## config.mk

```make
export PLATFORM = sky130hd
export DESIGN_NAME = complex_mult_rr_arbiter
export DESIGN_NICKNAME = d
export VERILOG_FILES = /design/src/rtl/complex_mult_rr_arbiter_pkg.sv /design/src/rtl/complex_mult_rr_arbiter_rr_pick.sv /design/src/rtl/complex_mult_rr_arbiter.sv
export SDC_FILE = /design/constraint.sdc
export NUM_CORES = 1
export LEC_CHECK = 0
export CELL_PAD_IN_SITES_DETAIL_PLACEMENT = 1
export CELL_PAD_IN_SITES_GLOBAL_PLACEMENT = 2
export CORE_MARGIN = 3
export CORE_UTILIZATION = 21
export CTS_BUF_LIST = sky130_fd_sc_hd__clkbuf_8
export DETAILED_ROUTE_END_ITERATION = 8
export PLACE_DENSITY = 0.93
export SYNTH_ARGS = -nofsm -noshare
export SYNTH_HDL_FRONTEND = slang
export SYNTH_SLANG_ARGS = --single-unit
```

## constraint.sdc

```tcl
create_clock -name clk -period 1.9 [get_ports clk]
set_clock_uncertainty 0.05 [all_clocks]
set_input_delay 0.285 -clock clk [delete_from_list [all_inputs] [get_ports clk]]
set_output_delay 0.285 -clock clk [all_outputs]
set_load 0.05 [all_outputs]
```

## src/rtl/complex_mult_rr_arbiter_pkg.sv

```systemverilog
// Shared complex-multiplier definitions: arbiter FSM state encoding.
package complex_mult_rr_arbiter_pkg;

  localparam logic [1:0] ST_IDLE     = 2'd0;
  localparam logic [1:0] ST_ISSUE    = 2'd1;
  localparam logic [1:0] ST_WAIT_RES = 2'd2;
  localparam logic [1:0] ST_RESP     = 2'd3;

  typedef enum logic [1:0] {
    IDLE     = ST_IDLE,
    ISSUE    = ST_ISSUE,
    WAIT_RES = ST_WAIT_RES,
    RESP     = ST_RESP
  } arb_state_e;

endpackage

```

## src/rtl/complex_mult_rr_arbiter_rr_pick.sv

```systemverilog
// Round-robin winner search starting one past the last grant, wrapping at NUM_REQ.
module rr_pick #(
  parameter int NUM_REQ = 4,
  parameter int IW      = $clog2(NUM_REQ)
) (
  input  logic [NUM_REQ-1:0] req_i,
  input  logic [IW-1:0]      last_i,
  output logic [IW-1:0]      win_o,
  output logic               any_o
);

  logic [IW:0] cand;

  // Walk from the farthest candidate to the nearest so the nearest requester wins.
  always_comb begin
    win_o = '0;
    any_o = 1'b0;
    cand  = '0;
    for (int k = NUM_REQ; k >= 1; k--) begin
      cand = {1'b0, last_i} + (IW+1)'(k);
      if (cand >= (IW+1)'(NUM_REQ)) cand = cand - (IW+1)'(NUM_REQ);
      if (req_i[cand[IW-1:0]]) begin
        win_o = cand[IW-1:0];
        any_o = 1'b1;
      end
    end
  end

endmodule

```

## src/rtl/complex_mult_rr_arbiter.sv

```systemverilog
// Shares one complex multiplier among NUM_REQ requesters, one transaction in flight.
// Grant -> ISSUE -> WAIT_RES -> RESP; results are passed back untouched.
module complex_mult_rr_arbiter
  import complex_mult_rr_arbiter_pkg::*;
#(
  parameter int DATA_WIDTH = 8,
  parameter int NUM_REQ    = 4
) (
  input  logic                          clk,
  input  logic                          rstn,
  input  logic                          sw_rst,
  input  logic [NUM_REQ-1:0]            req_val,
  output logic [NUM_REQ-1:0]            req_ready,
  input  logic [NUM_REQ*DATA_WIDTH-1:0] req_op_1_re,
  input  logic [NUM_REQ*DATA_WIDTH-1:0] req_op_1_im,
  input  logic [NUM_REQ*DATA_WIDTH-1:0] req_op_2_re,
  input  logic [NUM_REQ*DATA_WIDTH-1:0] req_op_2_im,
  output logic                          mul_op_val,
  input  logic                          mul_op_ready,
  output logic [DATA_WIDTH-1:0]         mul_op_1_re,
  output logic [DATA_WIDTH-1:0]         mul_op_1_im,
  output logic [DATA_WIDTH-1:0]         mul_op_2_re,
  output logic [DATA_WIDTH-1:0]         mul_op_2_im,
  input  logic                          mul_res_val,
  output logic                          mul_res_ready,
  input  logic [2*DATA_WIDTH-1:0]       mul_result_re,
  input  logic [2*DATA_WIDTH-1:0]       mul_result_im,
  output logic [NUM_REQ-1:0]            rsp_val,
  input  logic [NUM_REQ-1:0]            rsp_ready,
  output logic [2*DATA_WIDTH-1:0]       rsp_re,
  output logic [2*DATA_WIDTH-1:0]       rsp_im,
  output logic [$clog2(NUM_REQ)-1:0]    grant_id,
  output logic                          busy
);

  localparam int IW = $clog2(NUM_REQ);

  arb_state_e              state_q;
  logic [IW-1:0]           last_q, gid_q, win;
  logic                    any_req, grant;
  logic [DATA_WIDTH-1:0]   op1_re_q, op1_im_q, op2_re_q, op2_im_q;
  logic [2*DATA_WIDTH-1:0] rsp_re_q, rsp_im_q;

  function automatic logic [DATA_WIDTH-1:0] slice(input logic [NUM_REQ*DATA_WIDTH-1:0] v,
                                                  input logic [IW-1:0] i);
    return DATA_WIDTH'(v >> (int'(i) * DATA_WIDTH));
  endfunction

  rr_pick #(.NUM_REQ(NUM_REQ), .IW(IW)) u_rr_pick (
    .req_i  (req_val),
    .last_i (last_q),
    .win_o  (win),
    .any_o  (any_req)
  );

  assign grant         = (state_q == IDLE) && any_req;
  assign req_ready     = grant ? (NUM_REQ'(1) << win) : '0;
  assign mul_op_val    = (state_q == ISSUE);
  assign mul_res_ready = (state_q == WAIT_RES);
  assign rsp_val       = (state_q == RESP) ? (NUM_REQ'(1) << gid_q) : '0;
  assign busy          = (state_q != IDLE);
  assign grant_id      = gid_q;
  assign mul_op_1_re   = op1_re_q;
  assign mul_op_1_im   = op1_im_q;
  assign mul_op_2_re   = op2_re_q;
  assign mul_op_2_im   = op2_im_q;
  assign rsp_re        = rsp_re_q;
  assign rsp_im        = rsp_im_q;

  // last_q resets to the top index so requester 0 has first priority.
  always_ff @(posedge clk or negedge rstn) begin
    if (!rstn) begin
      state_q  <= IDLE;
      last_q   <= IW'(NUM_REQ - 1);
      gid_q    <= '0;
      op1_re_q <= '0;
      op1_im_q <= '0;
      op2_re_q <= '0;
      op2_im_q <= '0;
      rsp_re_q <= '0;
      rsp_im_q <= '0;
    end else if (sw_rst) begin
      state_q  <= IDLE;
      last_q   <= IW'(NUM_REQ - 1);
      gid_q    <= '0;
      op1_re_q <= '0;
      op1_im_q <= '0;
      op2_re_q <= '0;
      op2_im_q <= '0;
      rsp_re_q <= '0;
      rsp_im_q <= '0;
    end else begin
      case (state_q)
        IDLE: if (any_req) begin
          op1_re_q <= slice(req_op_1_re, win);
          op1_im_q <= slice(req_op_1_im, win);
          op2_re_q <= slice(req_op_2_re, win);
          op2_im_q <= slice(req_op_2_im, win);
          gid_q    <= win;
          last_q   <= win;
          state_q  <= ISSUE;
        end
        ISSUE: if (mul_op_ready) state_q <= WAIT_RES;
        WAIT_RES: if (mul_res_val) begin
          rsp_re_q <= mul_result_re;
          rsp_im_q <= mul_result_im;
          state_q  <= RESP;
        end
        RESP: if (rsp_ready[gid_q]) state_q <= IDLE;
        default: state_q <= IDLE;
      endcase
    end
  end

endmodule

```

==> run metrics, run 1 <==
post-synthesis cell count=312; first-pass GRT wire length=25400 um; PwrDens=1260 nW/um2; setup slack after layout=-0.360 ns; sequential cell area fraction in the yosys report=47.1%; Root Buffer Master=clkbuf_8; critical path cell sequence=a21oi_2 > a31oi_2 > a21oi_2 > buf_4 > nand2b_4 > nor2b_4 > buf_12; worst slack, placed=-0.406 ns; Ys Warns=0; H-tree lvl count=3; worst vdd ir=0.000571 V; HP Class=in2async; commonest non-fill, non-tap cell in the layout=clkdlybuf4s50_1; Worst Path Buf+Inv=2; Worst R2R Path Depth=9; core area=17300 um2; DR DRC count=0; Worst Tran Pin Value=0.692 ns; initial antenna violation count=0; post-synthesis net count=489; worst-path maximum fanout=6; Hold Violations, Final=0; Pleak=3.58 nW; most frequent cells in the layout=172 x clkdlybuf4s50_1, 67 x dfrtp_1, 42 x buf_4, 36 x nand2_1, 35 x dlygate4sd2_1; Critical R2R Launch=last_q[1]$_DFFE_PN1P_; period utilization=119%; critical path's largest stage delay=0.61 ns; gr busiest metal=met2; die area=19400 um2; grt ovf=0; gpl congestion=0.863; Iter 0 DRT Violations=47; met2 layer usage reported by global route=29.8%; Synth Register Bits=70; post-route setup TNS=-6.17 ns; worst r2r dst=mul_op_1_re[2]$_DFFE_PN0P_; Finished Layout Cells=837; total CTS buffers=9; Die Span Y=139 um; Required @ worst endpoint=1.56 ns; clock slew at reported path FFs=0.09 ns; WL/cell=21.4 um; largest net degree at the start of global routing=44; CP delay by family, top=flip-flops; failing checks=negative setup slack; DP Cell Count=803; synthesis-to-finish area growth=112%; via count=3897; Finished Core Util=45.6%; Chip Width=139 um; RSZ-0062 raised after global routing=yes; Post-DP HPWL=12700 um; filler cell count=1792; # rows=48; 1st-pass router iterations=4; status=finished, violations left; diode count=0; max cap viols=0; most used cell, CP=a21oi_2; synthesized area=3720 um2; R2R Setup Slk=-0.26 ns; grt met3 use=6.41%; Top Ports=250; Routed WL=17900 um; Slowest-stage cell, CP=dfstp_2; vias in the first global route=4304; maximum buffer depth of the clock tree=2; Initial Util=21.5%; CTS tree=done; max-slew violations=0; kind of critical path=reg2out; GR Layer Usage met1=18.9%; clock latency on the worst-skew pair=0.37 ns; Synth cell types=33; CP Capture Type=primary output; final critical-path required period=2.26 ns; arrival time worst endpoint=1.92 ns; Final setup viols=36; Port Buffers=249; synthesized area per cell=11.9 um2; GRT Total Usage=16.8%; max frequency=443 MHz; Rel. slew slack=53.7%; number of antenna-violating nets in the routed design=0; startpoint types=register; clk sink count=70; Vias/cell=4.66; nets=784; layout cells sized above 1=32.4%
-- logic make-up after synthesis --
| kind of cell | Yosys count | synth area share (%) |
|---|---|---|
| multiplexers | 67 | 18.4 |
| adder cells (fa/ha/maj) | 4 | 1.34 |
| buffers and inverters | 31 | 4.94 |
| XOR/XNOR | 1 | 0.235 |
| AND/OR/NAND/NOR | 63 | 7.46 |
| flip-flops | 70 | 47.1 |
| AO/OA/AOI/OAI | 76 | 20.5 |
-- power breakdown --
| group | switching (mW) | internal, mW |
|---|---|---|
| Sequential | 0.282 | 1.91 |
| Combinational | 3.50 | 2.84 |
| Clock | 0.649 | 0.743 |
| Total | 4.43 | 5.49 |
-- cell usage after synthesis, drive strengths merged --
cell,number,area share (%)
dfrtp,68,46
mux2i,66,18
nand2,37,3.7
a22o,32,7.5
o221ai,32,11
buf,14,3.2
nor2,12,1.2
clkbuf,10,1.0
inv,7,0.71
a21oi,5,0.67
nand2b,5,0.84
ha,4,1.3
and3,2,0.34
dfstp,2,1.4
nor3,2,0.27
o21ai,2,0.37
a21boi,1,0.20
a222oi,1,0.27
a31oi,1,0.17
mux4,1,0.60
nand3b,1,0.20
nor2b,1,0.17
nor3b,1,0.20
nor4,1,0.34
o21bai,1,0.20
o22a,1,0.24
or3,1,0.17
xnor2,1,0.24
-- stage by stage --
| step | power [mW] | area [um2] | hold slack, ns |
|---|---|---|---|
| floorplan | 5.33 | 3780 | -0.0606 |
| global placement | 7.42 | 6850 | 0.184 |
| detailed placement | 7.59 | 6850 | 0.189 |
| CTS | 9.39 | 7360 | 0.342 |
| global route | 10.4 | 7890 | 0.403 |
| finish | 9.93 | 7890 | 0.363 |
-- layout make-up --
class | count | area, um2 | area share [%]
multi-input cells | 211 | 2300 | 29.2
clock inverters | 7 | 97.6 | 1.24
inverters | 7 | 30.0 | 0.380
flip-flops and latches | 70 | 1760 | 22.2
clock buffers | 9 | 124 | 1.57
well taps | 225 | 282 | 3.57
repair buffers | 308 | 3300 | 41.9
-- how the worst max path moves through the flow --
stage,start,end,slack (ns),cells past startpoint
final,last_q[1]$_DFFE_PN1P_,req_ready[1],-0.36,7
after global routing,last_q[1]$_DFFE_PN1P_,req_ready[1],-0.48,7
after CTS,last_q[1]$_DFFE_PN1P_,req_ready[1],-0.36,7
after detailed placement,req_val[3],mul_op_1_im[0]$_DFFE_PN0P_,-0.41,8
after global placement,req_val[3],mul_op_2_im[4]$_DFFE_PN0P_,-0.29,8
after floorplan,last_q[1]$_DFFE_PN1P_,req_ready[1],-0.19,5
-- routing by layer --
layer	wire length [um]	up-vias
met5	0	-
met4	208	0
met3	1470	13
met2	9270	191
met1	6990	1923
li1	-	1770
-- timing repair --
item                                    CTS  global route
pin swaps                                12            24
gates resized for setup                  73            94
hold endpoints to repair                 25             0
endpoints found under the setup margin  105            56
cloned                                    3             4
buffers inserted                          8             5
hold buffers                              1             0
-- sequential cells by signal, indices dropped and copies added, names as in the netlist --
| register | flops |
|---|---|
| rsp_im | 16 |
| rsp_re | 16 |
| mul_op_1_im | 8 |
| mul_op_1_re | 8 |
| mul_op_2_im | 8 |
| mul_op_2_re | 8 |
| grant_id | 2 |
| last_q | 2 |
| state_q | 2 |
(Power assumes the default switching activity.)
==> inputs of run 2 (changes only) <==
- REMOVE_ABC_BUFFERS: default -> 1
==> run metrics, run 2 (synthesis results as in run 1) <==
status=finished, violations left; failing checks=negative setup slack; Finished Layout Cells=827; Design Area, Final=7600 um2; Required @ worst endpoint=1.56 ns; H-tree lvl count=3; clock latency on the worst-skew pair=0.35 ns; Die Span Y=139 um; startpoint types=register; final critical-path required period=2.18 ns; max frequency=460 MHz; diode count=0; Vias/cell=4.73; Root Buffer Master=clkbuf_8; period utilization=114%; # rows=48; CP Capture Type=primary output; most frequent cells in the layout=170 x clkdlybuf4s50_1, 68 x dfrtp_1, 43 x buf_4, 42 x dlygate4sd2_1, 36 x nand2_1; RSZ-0062 raised after global routing=yes; worst-path maximum fanout=6; setup slack after layout=-0.275 ns; nets=774; DP Cell Count=800; total CTS buffers=9; die area=19400 um2; Routed WL=16900 um; placed cell area=6780 um2; HP Class=in2async; core area=17300 um2; layout cells sized above 1=28.1%; initial antenna violation count=0; Worst Path Buf+Inv=2; Rel. slew slack=63.2%; Iter 0 DRT Violations=123; Hold Violations, Final=0; kind of critical path=reg2out; grt ovf=0; synthesis-to-finish area growth=104%; largest net degree at the start of global routing=71; Post-DP HPWL=12200 um; WL/cell=20.4 um; Port Buffers=249; clock slew at reported path FFs=0.09 ns; critical path's largest stage delay=0.59 ns; arrival time worst endpoint=1.84 ns; Chip Width=139 um; Finished Core Util=43.9%; CTS tree=done; Tot Pwr=9.31 mW; 1st-pass router iterations=4; Pleak=3.44 nW; maximum buffer depth of the clock tree=2; via count=3912; max cap viols=0; max-slew violations=0; CP delay by family, top=flip-flops; Final setup viols=35; worst slack, placed=-0.405 ns; Initial Util=21.5%; clk sink count=70; Top Ports=250; number of antenna-violating nets in the routed design=0; first-pass GRT wire length=24300 um; DR DRC count=0; Worst Tran Pin Value=0.551 ns; critical path cell sequence=mux2i_1 > o22a_1 > o21ai_4 > buf_4 > and3_4 > buf_12; gpl congestion=0.817; filler cell count=1841; PwrDens=1220 nW/um2; Slowest-stage cell, CP=dfstp_2; vias in the first global route=4384; worst vdd ir=0.000854 V; commonest non-fill, non-tap cell in the layout=clkdlybuf4s50_1; GRT Total Usage=15.9%
==> run 2: cell count changes in the layout (fill, tap and decap cells not counted), sizes merged <==
cell           delta
clkdlybuf4s50     -2
clkinv            -2
inv               +3
clkbuf            -2
dlygate4sd2       +7
dlymetal6s2s      -3
buf              -11
bufinv            -1
nor2              +1
==> run 2: final cells by class <==
| type | count | area (um2) | area share (%) |
|---|---|---|---|
| Clock buffer | 9 | 124 | 1.63 |
| Inverter | 7 | 28.8 | 0.379 |
| Clock inverter | 7 | 78.8 | 1.04 |
| Multi-Input combinational cell | 212 | 2260 | 29.8 |
| Timing Repair Buffer | 297 | 3070 | 40.4 |
| Sequential cell | 70 | 1750 | 23.1 |
| Tap cell | 225 | 282 | 3.70 |
==> run 2: path summary, 6_finish.rpt <==
| path | startpoint | end | slack, ns | cells after the start |
|---|---|---|---|---|
| setup / recovery | last_q[1]$_DFFE_PN1P_ | req_ready[3] | -0.28 | 6 |
| hold reg to reg | mul_op_2_im[4]$_DFFE_PN0P_ | mul_op_2_im[4]$_DFFE_PN0P_ | 0.45 | 2 |
| max in group asynchronous | rstn | mul_op_1_im[5]$_DFFE_PN0P_ | 1.03 | 3 |
| hold / removal | rstn | mul_op_1_re[6]$_DFFE_PN0P_ | 0.41 | 3 |
| setup reg to reg | last_q[1]$_DFFE_PN1P_ | mul_op_2_im[5]$_DFFE_PN0P_ | -0.15 | 8 |
| min in group clk | mul_op_2_im[4]$_DFFE_PN0P_ | mul_op_2_im[4]$_DFFE_PN0P_ | 0.45 | 2 |
==> run 2: worst min-delay path, stage by stage <==
cell and delay, ns:
dlygate4sd3_1 0.53, buf_4 0.12, buf_12 0.30
==> run 2: power breakdown <==
part | switching [mW] | internal (mW)
clock network | 0.650 | 0.620
registers | 0.277 | 1.91
logic | 3.37 | 2.49
total | 4.29 | 5.02
==> run 2: routing by layer <==
metal  up-vias  wire (um)  track usage, %
li1       1756          -               -
met1      2011       6280            17.7
met2       126       9470            29.7
met3        19        818            3.97
met4         0        327            4.79
met5         -          0               0
==> run 2: what timing repair did <==
| item | 4_1_cts | 5_1_grt |
|---|---|---|
| endpoints found under the setup margin | 106 | 80 |
| buffers inserted | 4 | 6 |
| gates resized for setup | 70 | 88 |
| hold buffers | 1 | 0 |
| gates cloned | 0 | 4 |
| pin swaps | 6 | 16 |
| hold endpoints to repair | 68 | 0 |
==> run 2: stage by stage <==
| step | hold WS, ns | TNS [ns] |
|---|---|---|
| floorplan | -0.0606 | -98.67 |
| global placement | 0.280 | -17.87 |
| detailed placement | 0.285 | -24.84 |
| CTS | 0.422 | -3.00 |
| global route | 0.419 | -7.59 |
| finish | 0.405 | -4.63 |
==> inputs of run 3 (changes only) <==
- CTS_CLUSTER_SIZE: default -> 30
==> results of run 3 <==
The final DEF is identical to that of run 2; final timing and power are the same.
